<file path="config.mk">
export PLATFORM = sky130hd
export DESIGN_NAME = alu_issue_seq_flat
export DESIGN_NICKNAME = d
export VERILOG_FILES = /design/src/rtl/alu_issue_seq_if.sv /design/src/rtl/alu_issue_seq.sv /design/src/flat_wrapper.sv
export SDC_FILE = /design/constraint.sdc
export NUM_CORES = 1
export LEC_CHECK = 0
export ABC_AREA = 1
export CORE_MARGIN = 4
export CORE_UTILIZATION = 50
export DETAILED_ROUTE_END_ITERATION = 8
export MAX_ROUTING_LAYER = met4
export PLACE_DENSITY = 0.75
export SLEW_MARGIN = 10
export SYNTH_ARGS = -nofsm -noshare
export SYNTH_HDL_FRONTEND = slang
export SYNTH_SLANG_ARGS = --single-unit
export TNS_END_PERCENT = 5
</file>
<file path="constraint.sdc">
create_clock -name clk -period 4.9 [get_ports clk]
set_input_delay 0.735 -clock clk [delete_from_list [all_inputs] [get_ports clk]]
set_output_delay 0.735 -clock clk [all_outputs]
set_load 0.05 [all_outputs]
</file>
<file path="src/rtl/alu_issue_seq_if.sv">
// Instruction and result handshake bundle for the ALU issue/writeback stage.
// The master side produces instructions and consumes STORE results; the
// slave side is the issue stage itself.
interface alu_issue_seq_if #(
   parameter int DW = 16
);
   logic          instr_valid;
   logic          instr_ready;
   logic [15:0]   instr;
   logic [DW-1:0] imm;
   logic          res_valid;
   logic          res_ready;
   logic [DW-1:0] res_data;

   modport master (
      output instr_valid,
      input  instr_ready,
      output instr,
      output imm,
      input  res_valid,
      output res_ready,
      input  res_data
   );

   modport slave (
      input  instr_valid,
      output instr_ready,
      input  instr,
      input  imm,
      output res_valid,
      input  res_ready,
      output res_data
   );
endinterface

</file>
<file path="src/rtl/alu_issue_seq.sv">
// Issue/writeback stage sitting directly in front of the 16-bit combinational
// ALU. It holds a four-entry register file, launches registered operands into
// the ALU, writes the result back one cycle later and returns register values
// to a consumer through the STORE result handshake.
module alu_issue_seq #(
   parameter int DW = 16
) (
   input  logic          clk,
   input  logic          rst,
   alu_issue_seq_if.slave bus,
   output logic [DW-1:0] alu_m,
   output logic [DW-1:0] alu_n,
   output logic          alu_c,
   output logic [2:0]    alu_opc,
   input  logic [DW-1:0] alu_f,
   input  logic          alu_zer,
   input  logic          alu_neg,
   output logic          flag_z,
   output logic          flag_n,
   output logic          err
);

   typedef enum logic [1:0] {
      IDLE = 2'd0,
      EXEC = 2'd1,
      OUT  = 2'd2
   } state_t;

   localparam logic [1:0] KIND_ALU   = 2'b00;
   localparam logic [1:0] KIND_LDI   = 2'b01;
   localparam logic [1:0] KIND_STORE = 2'b10;

   state_t        state;
   logic [DW-1:0] regs [4];
   logic [1:0]    dst_q;
   logic          res_valid_q;
   logic [DW-1:0] res_data_q;

   logic [1:0]    kind;
   logic [2:0]    opc;
   logic          cin;
   logic [1:0]    dst;
   logic [1:0]    srcm;
   logic [1:0]    srcn;
   logic          accept;
   logic          unused_bits;

   // Instruction field decode; the low nibble of the word carries no meaning.
   assign kind        = bus.instr[15:14];
   assign opc         = bus.instr[13:11];
   assign cin         = bus.instr[10];
   assign dst         = bus.instr[9:8];
   assign srcm        = bus.instr[7:6];
   assign srcn        = bus.instr[5:4];
   assign unused_bits = ^bus.instr[3:0];

   // Ready is a pure function of the registered state, so it only rises in IDLE.
   assign bus.instr_ready = (state == IDLE);
   assign accept          = bus.instr_valid && (state == IDLE);
   assign bus.res_valid   = res_valid_q;
   assign bus.res_data    = res_data_q;

   // Control FSM plus all datapath registers; reset abandons any operation in flight.
   always_ff @(posedge clk or posedge rst) begin
      if (rst) begin
         state       <= IDLE;
         for (int i = 0; i < 4; i++) regs[i] <= '0;
         dst_q       <= '0;
         alu_m       <= '0;
         alu_n       <= '0;
         alu_c       <= 1'b0;
         alu_opc     <= '0;
         flag_z      <= 1'b0;
         flag_n      <= 1'b0;
         err         <= 1'b0;
         res_valid_q <= 1'b0;
         res_data_q  <= '0;
      end else begin
         case (state)
            IDLE: begin
               if (accept) begin
                  case (kind)
                     KIND_ALU: begin
                        if (opc == 3'b111) begin
                           err <= 1'b1;
                        end else begin
                           alu_m   <= regs[srcm];
                           alu_n   <= regs[srcn];
                           alu_c   <= cin;
                           alu_opc <= opc;
                           dst_q   <= dst;
                           state   <= EXEC;
                        end
                     end
                     KIND_LDI: begin
                        regs[dst] <= bus.imm;
                     end
                     KIND_STORE: begin
                        res_data_q  <= regs[srcm];
                        res_valid_q <= 1'b1;
                        state       <= OUT;
                     end
                     default: begin
                     end
                  endcase
               end
            end
            EXEC: begin
               regs[dst_q] <= alu_f;
               flag_z      <= alu_zer;
               flag_n      <= alu_neg;
               state       <= IDLE;
            end
            OUT: begin
               if (bus.res_ready) begin
                  res_valid_q <= 1'b0;
                  state       <= IDLE;
               end
            end
            default: begin
               state <= IDLE;
            end
         endcase
      end
   end

endmodule

</file>
<file path="src/flat_wrapper.sv">
// flat-port wrapper written by rule: the top's interface ports become plain ports
module alu_issue_seq_flat 
#(
   parameter int DW = 16
)
  (clk, rst, alu_m, alu_n, alu_c, alu_opc, alu_f, alu_zer, alu_neg, flag_z, flag_n, err, bus_instr_valid, bus_instr_ready, bus_instr, bus_imm, bus_res_valid, bus_res_ready, bus_res_data);
  alu_issue_seq_if #(.DW(DW)) bus_i ();
  input  logic clk;
  input  logic rst;
  output logic [DW-1:0] alu_m;
  output logic [DW-1:0] alu_n;
  output logic alu_c;
  output logic [2:0] alu_opc;
  input  logic [DW-1:0] alu_f;
  input  logic alu_zer;
  input  logic alu_neg;
  output logic flag_z;
  output logic flag_n;
  output logic err;
  input wire logic [$bits(bus_i.instr_valid)-1:0] bus_instr_valid;
  output wire logic [$bits(bus_i.instr_ready)-1:0] bus_instr_ready;
  input wire logic [$bits(bus_i.instr)-1:0] bus_instr;
  input wire logic [$bits(bus_i.imm)-1:0] bus_imm;
  output wire logic [$bits(bus_i.res_valid)-1:0] bus_res_valid;
  input wire logic [$bits(bus_i.res_ready)-1:0] bus_res_ready;
  output wire logic [$bits(bus_i.res_data)-1:0] bus_res_data;
  assign bus_i.instr_valid = bus_instr_valid;
  assign bus_instr_ready = bus_i.instr_ready;
  assign bus_i.instr = bus_instr;
  assign bus_i.imm = bus_imm;
  assign bus_res_valid = bus_i.res_valid;
  assign bus_i.res_ready = bus_res_ready;
  assign bus_res_data = bus_i.res_data;
  alu_issue_seq #(.DW(DW)) u_core (.clk(clk), .rst(rst), .bus(bus_i), .alu_m(alu_m), .alu_n(alu_n), .alu_c(alu_c), .alu_opc(alu_opc), .alu_f(alu_f), .alu_zer(alu_zer), .alu_neg(alu_neg), .flag_z(flag_z), .flag_n(flag_n), .err(err));
endmodule
</file>
# Yosys cells after proc, flatten, opt, wreduce, memory -nomap -nowiden
# Cells that the tools add are included.
[word_totals]
output_inout_bits = 57
inputBits = 54
reg_bits = 124
[classes]
muxes = 24
n_eq_ne = 11
n_lt_le_gt_ge = 6
n_bitwise = 5
reduce_logical = 13
[op_table]
columns = ["op", "count"]
rows = [
  ["64-bit bitwise mux", 2],
  ["64-bit 2-to-1 mux", 2],
  ["64-bit case mux with 2 select lines", 1],
  ["16-bit 2-to-1 mux", 6],
  ["16-bit binary-select mux with 2-bit select", 2],
  ["16-bit demux with 2-bit select", 2],
  ["4-bit AND reduction", 4],
  ["3-bit >= comparator, second input constant", 4],
  ["2-bit NOT with 3-bit output", 4],
  ["2-bit case mux with 2 select lines", 2],
  ["3-bit by 1-bit less-than comparator with 1-bit output, second input constant", 2],
  ["2-bit 2-to-1 mux", 3],
  ["2-bit by 1-bit inequality test with 1-bit output, second input constant", 3],
  ["3-bit AND reduction", 2],
  ["2-bit by 1-bit equality test with 1-bit output, second input constant", 2],
  ["2-bit equality test, second input constant", 2],
  ["2-bit zero test", 2],
  ["2-bit nonzero test", 2],
  ["3-bit equality test, second input constant", 1],
  ["1-bit logical AND", 3],
  ["1-bit 2-to-1 mux", 3],
  ["3-bit by 1-bit inequality test with 1-bit output, second input constant", 1],
  ["3-bit inequality test, second input constant", 1],
  ["2-bit inequality test, second input constant", 1],
  ["2 further kinds", 2],
]

# Longest topological paths before layout
[logic_depth]
depth_word = 9
mapped_depth = 8
ltp_nobuf = 7

# Least setup slack after synthesis
# No wires, ideal clock.
[synth_path]
path_kind = "register -> register"
startpoint = "register u_core.state[0]"
endpoint = "register u_core.alu_m[10]"
arrival_ns = 2.017
path_stages_with_launch = 8
setup_ns = 0.118
setup_slack_ns = 2.765
path_buffers = 1
path_cell_list = "dfrtp_1 > nor2_1 > nand2_1 > nor2_2 > inv_2 > buf_2 > nand2_1 > nand2_1"
[synth_via]
elab_chain_len = 3
[synth_rtl]
columns = ["element", "line", "source"]
rows = [
  ["start, declared", "alu_issue_seq.sv:33", "state_t state;"],
  ["start signal, assigned", "alu_issue_seq.sv:66", "state <= IDLE;"],
  ["start signal, assigned", "alu_issue_seq.sv:92", "state <= EXEC;"],
  ["start signal, assigned", "alu_issue_seq.sv:101", "state <= OUT;"],
  ["2-bit zero test (*)", "--", ""],
  ["named net bus_instr_ready", "flat_wrapper.sv:21", "output wire logic [$bits(bus_i.instr_ready)-1:0] bus_instr_ready;"],
  ["1-bit logical AND", "alu_issue_seq.sv:59", "assign accept = bus.instr_valid && (state == IDLE);"],
  ["4-bit AND reduction (no source line) (*)", "--", ""],
  ["end signal, assigned", "alu_issue_seq.sv:87", "alu_m <= regs[srcm];"],
  ["end, declared", "alu_issue_seq.sv:11", "output logic [DW-1:0] alu_m,"],
]
# Mark *: on every way through the listed nets, which the timed path passes. The rest lies on a longest branch.
# A chain may end at the register's enable or synchronous reset.

# Worst setup path after layout
[layout_path]
startpoint = "register u_core.state[1]"
endpoint = "register u_core.regs[54] (netlist bit)"
[layout_via]
elab_chain_len = 4
[layout_rtl]
columns = ["element", "line", "source"]
rows = [
  ["2-bit zero test", "alu_issue_seq.sv:59, alu_issue_seq.sv:79", ""],
  ["1-bit logical AND", "alu_issue_seq.sv:59", ""],
  ["2-bit by 1-bit inequality test with 1-bit output (no source line)", "--", ""],
  ["3-bit AND reduction (no source line)", "--", ""],
  ["end signal, assigned by index", "alu_issue_seq.sv:96", "regs[dst] <= bus.imm;"],
  ["end signal, assigned by index", "alu_issue_seq.sv:109", "regs[dst_q] <= alu_f;"],
  ["end, declared", "alu_issue_seq.sv:34", "logic [DW-1:0] regs [4];"],
]
# Parallel ways exist; a longest one is shown, timed or not.

==> results.toml <==
[grt]
grt_max_degree = 72
grt-ovfl-total = 0
grt_pass1_wl_um = 33100
grt_util_all_layers = 0.262
grt_pass1_vias = 6294
antenna_found_initial = 0

[worst_setup_path]
crit_chain = "inv_2 > nand2_2 > buf_4 > nand2_1 > nand2_2 > nand2_1 > nand2_1 > nand2_1"
crit_path_end_kind = "flop"
cp_common_cell = "nand2_1"
crit_cells = 8
reg2reg_slack_ns = 2.07
critical_path_arrival_ns = 3.13
critPathBufInv = 2
cp_slowest_stage_delay_ns = 0.63
reg2reg_to = "u_core.regs[54]$_DFFE_PP0P_"
crit_type = "reg -> reg"
crit_start = "u_core.state[1]$_DFFE_PP0P_"
cp-start-kind = "flop"
worstRegToRegCells = 8
cp_slowest_cell = "nand2_2"
crit_required_ns = 5.20
crit_family = "simple AND/OR/NAND/NOR gates"
cp-endpoint = "u_core.regs[54]$_DFFE_PP0P_"
cp_max_fo = 46
r2r_start = "u_core.state[1]$_DFFE_PP0P_"

[power_and_ir_drop]
p_int_uw = 2450
power.share.clock = 0.346
seq_power_share = 0.357
swShare = 0.357
power_switching_uw = 1360
power_frac_comb = 0.297
p_total_uw = 3810
power.density_nw_per_um2 = 440
peakVddDrop_uv = 226
leakagePower_uw = 0.00447

[finish]
num_antenna_cells = 0
n_fill_cell = 1206
areaGrowthSynthToFinish_pct = 24.2
layout-drive-gt1-share = 0.0571
nNetsFinal = 1127

[logic_synthesis]
synth_area_leaders = "dfrtp_1, nand2_1, nand3_1"
syn_inst = 1006
syn-num-nets = 1060
synth.distinct_cells = 22
ys_ff_latch = 124
ys_seq_area_frac = 0.446
synth_most_common_cell = "nand2_1"
yosysTopAreaCellShare = 0.446
syn_area_um2 = 6960
synth_edf_count = 0
synth-async-reset-ratio = 1.00
yosys_warnings = 0
post-synth-top-area-cell = "dfrtp_1"
yosys-top-cells-count = "nand2_1, nand3_1, dfrtp_1, inv_1"
synth_ff_type = "dfrtp_1"
syn_avg_cell_area_um2 = 6.92

[route]
wl_met3_um = 1670
drt_wl_total_um = 19800
post_drt_wl_per_cell_um = 15.7
highest_layer = "met4"
drt-met1-wl_um = 9730
viasPerCell = 5.51
route.detailed.drc = 0
first_pass_iters = 5
drtAntennaViolNets = 0
wl_met2_um = 8180
drtIter0Drc = 741
num_vias = 6951

[timing]
finalCritPeriodShare = 0.578
hold_violations = 0
maxSlewHeadroom = 0.305
setup_viol = 0
fin_setup_tns_ns = 0
rsz0062_at_grt = "no"
slew_violations = 0
max_freq_mhz = 353
post-route-min-period_ns = 2.83
worst_slew_pin_slew_ns = 1.04
skew_ns = 0.00709

[run]
drv_cap = 0

[status]
status = "completed"

[clocking]
cts_tree = "built"
post_cts_buffers = 0
cts_sinks = 124
root_buffer = "clkbuf_16"
clock_path_buffers = 2
cts_max_level = 4
ctsHoldBuffers = 0
clkLatencyLatePin_ns = 0.42
cts_buffers = 17
clk_pin_slew_ns = 0.05
ctsResizeCount = 0

[floorplan]
io_pins = 111
dieArea_um2 = 15900
fp-row-count = 42
core-area_um2 = 13500
start_util = 0.518
die_w_um = 126
die_h_um = 126

[min_path]
min_path_type = "reg -> reg"

[placement]
gp_congestion = 0.839
port_buffers = 106
hpwl_um = 13300
## worst min path at each step
stage	start	to	slack (ns)	depth (start not counted)
floorplan	u_core.regs[14]$_DFFE_PP0P_	u_core.regs[14]$_DFFE_PP0P_	0.46	2
global placement	u_core.alu_opc[0]$_DFFE_PP0P_	u_core.alu_opc[0]$_DFFE_PP0P_	0.45	2
detailed placement	u_core.alu_opc[0]$_DFFE_PP0P_	u_core.alu_opc[0]$_DFFE_PP0P_	0.46	2
CTS	u_core.alu_c$_DFFE_PP0P_	u_core.alu_c$_DFFE_PP0P_	0.47	2
global route	u_core.alu_n[0]$_DFFE_PP0P_	u_core.alu_n[0]$_DFFE_PP0P_	0.50	2
finish	u_core.alu_c$_DFFE_PP0P_	u_core.alu_c$_DFFE_PP0P_	0.47	2
## area by class of cell
type                       instances  area, um2  share of cell area
clock buffer                      26        519              0.0600
clock inverter                     6        105              0.0122
inverter                          48        183              0.0211
multi-input combinational        768       3390               0.392
sequential                       124       3100               0.359
tap                              176        220              0.0255
timing repair buffer             114       1130               0.130
## worst min-delay path, delay by kind of cell (launching register included)
| family | cells | cell delay, ns |
|---|---|---|
| flops | 1 | 0.34 |
| simple gates | 2 | 0.10 |
## sequential cells by signal, indices dropped and copies added (netlist names)
signal	cells
u_core.state	2
u_core.alu_opc	3
u_core.alu_m	16
u_core.bus.res_valid	1
u_core.alu_n	16
u_core.bus.res_data	16
u_core.flag_z	1
u_core.dst_q	2
u_core.err	1
u_core.regs	64
u_core.flag_n	1
u_core.alu_c	1
## stage by stage
stage / cell area (um2) / setup slack, ns / utilization / instances / hold slack, ns
6_report: 8650 / 2.07 / 0.643 / 1262 / 0.467
5_1_grt: 8650 / 1.83 / 0.643 / 1262 / 0.498
4_1_cts: 8650 / 2.11 / 0.643 / 1262 / 0.473
3_5_place_dp: 8030 / 1.75 / 0.597 / 1230 / 0.457
3_3_place_gp: 8030 / 1.78 / 0.597 / 1230 / 0.453
2_1_floorplan: 6960 / 0.866 / - / 1006 / 0.463
## power groups by stage
| stage | combinational, uW | sequential (uW) | clock [uW] |
|---|---|---|---|
| after floorplan | 398 | 1700 | 0 |
| after global placement | 1110 | 1360 | 0 |
| after detailed placement | 1120 | 1370 | 0 |
| after CTS | 1130 | 1360 | 1330 |
| after global routing | 1220 | 1390 | 1380 |
| final | 1130 | 1360 | 1320 |
## layer usage
layer,vias to the layer above,global-route usage
met1,3197,0.405
met5,-,-
met2,329,0.353
met4,0,0.0726
li1,3402,-
met3,23,0.0474
## cell usage in the layout, fill, tap and decap left out
cell type	count
nand2_1	466
nand3_1	241
dfrtp_1	124
clkdlybuf4s50_1	105
inv_1	42
o211ai_1	32
clkbuf_16	17
nand2_2	7
nor2_2	7
buf_4	7
clkbuf_8	6
inv_2	4
nor2_1	4
bufinv_16	3
clkinv_2	3
clkbuf_1	3
nor2_4	2
o21ai_0	2
o21ai_4	1
clkinv_1	1
o21ai_2	1
or2_2	1
inv_4	1
a211oi_1	1
nand4_1	1
o21bai_1	1
o31ai_1	1
buf_2	1
buf_12	1
## kinds of logic after synthesis
logic type      share of synthesized area
flops                               0.446
buf+inv                            0.0693
compound gates                     0.0417
simple gates                        0.443
Power figures use the tool's default switching activity.
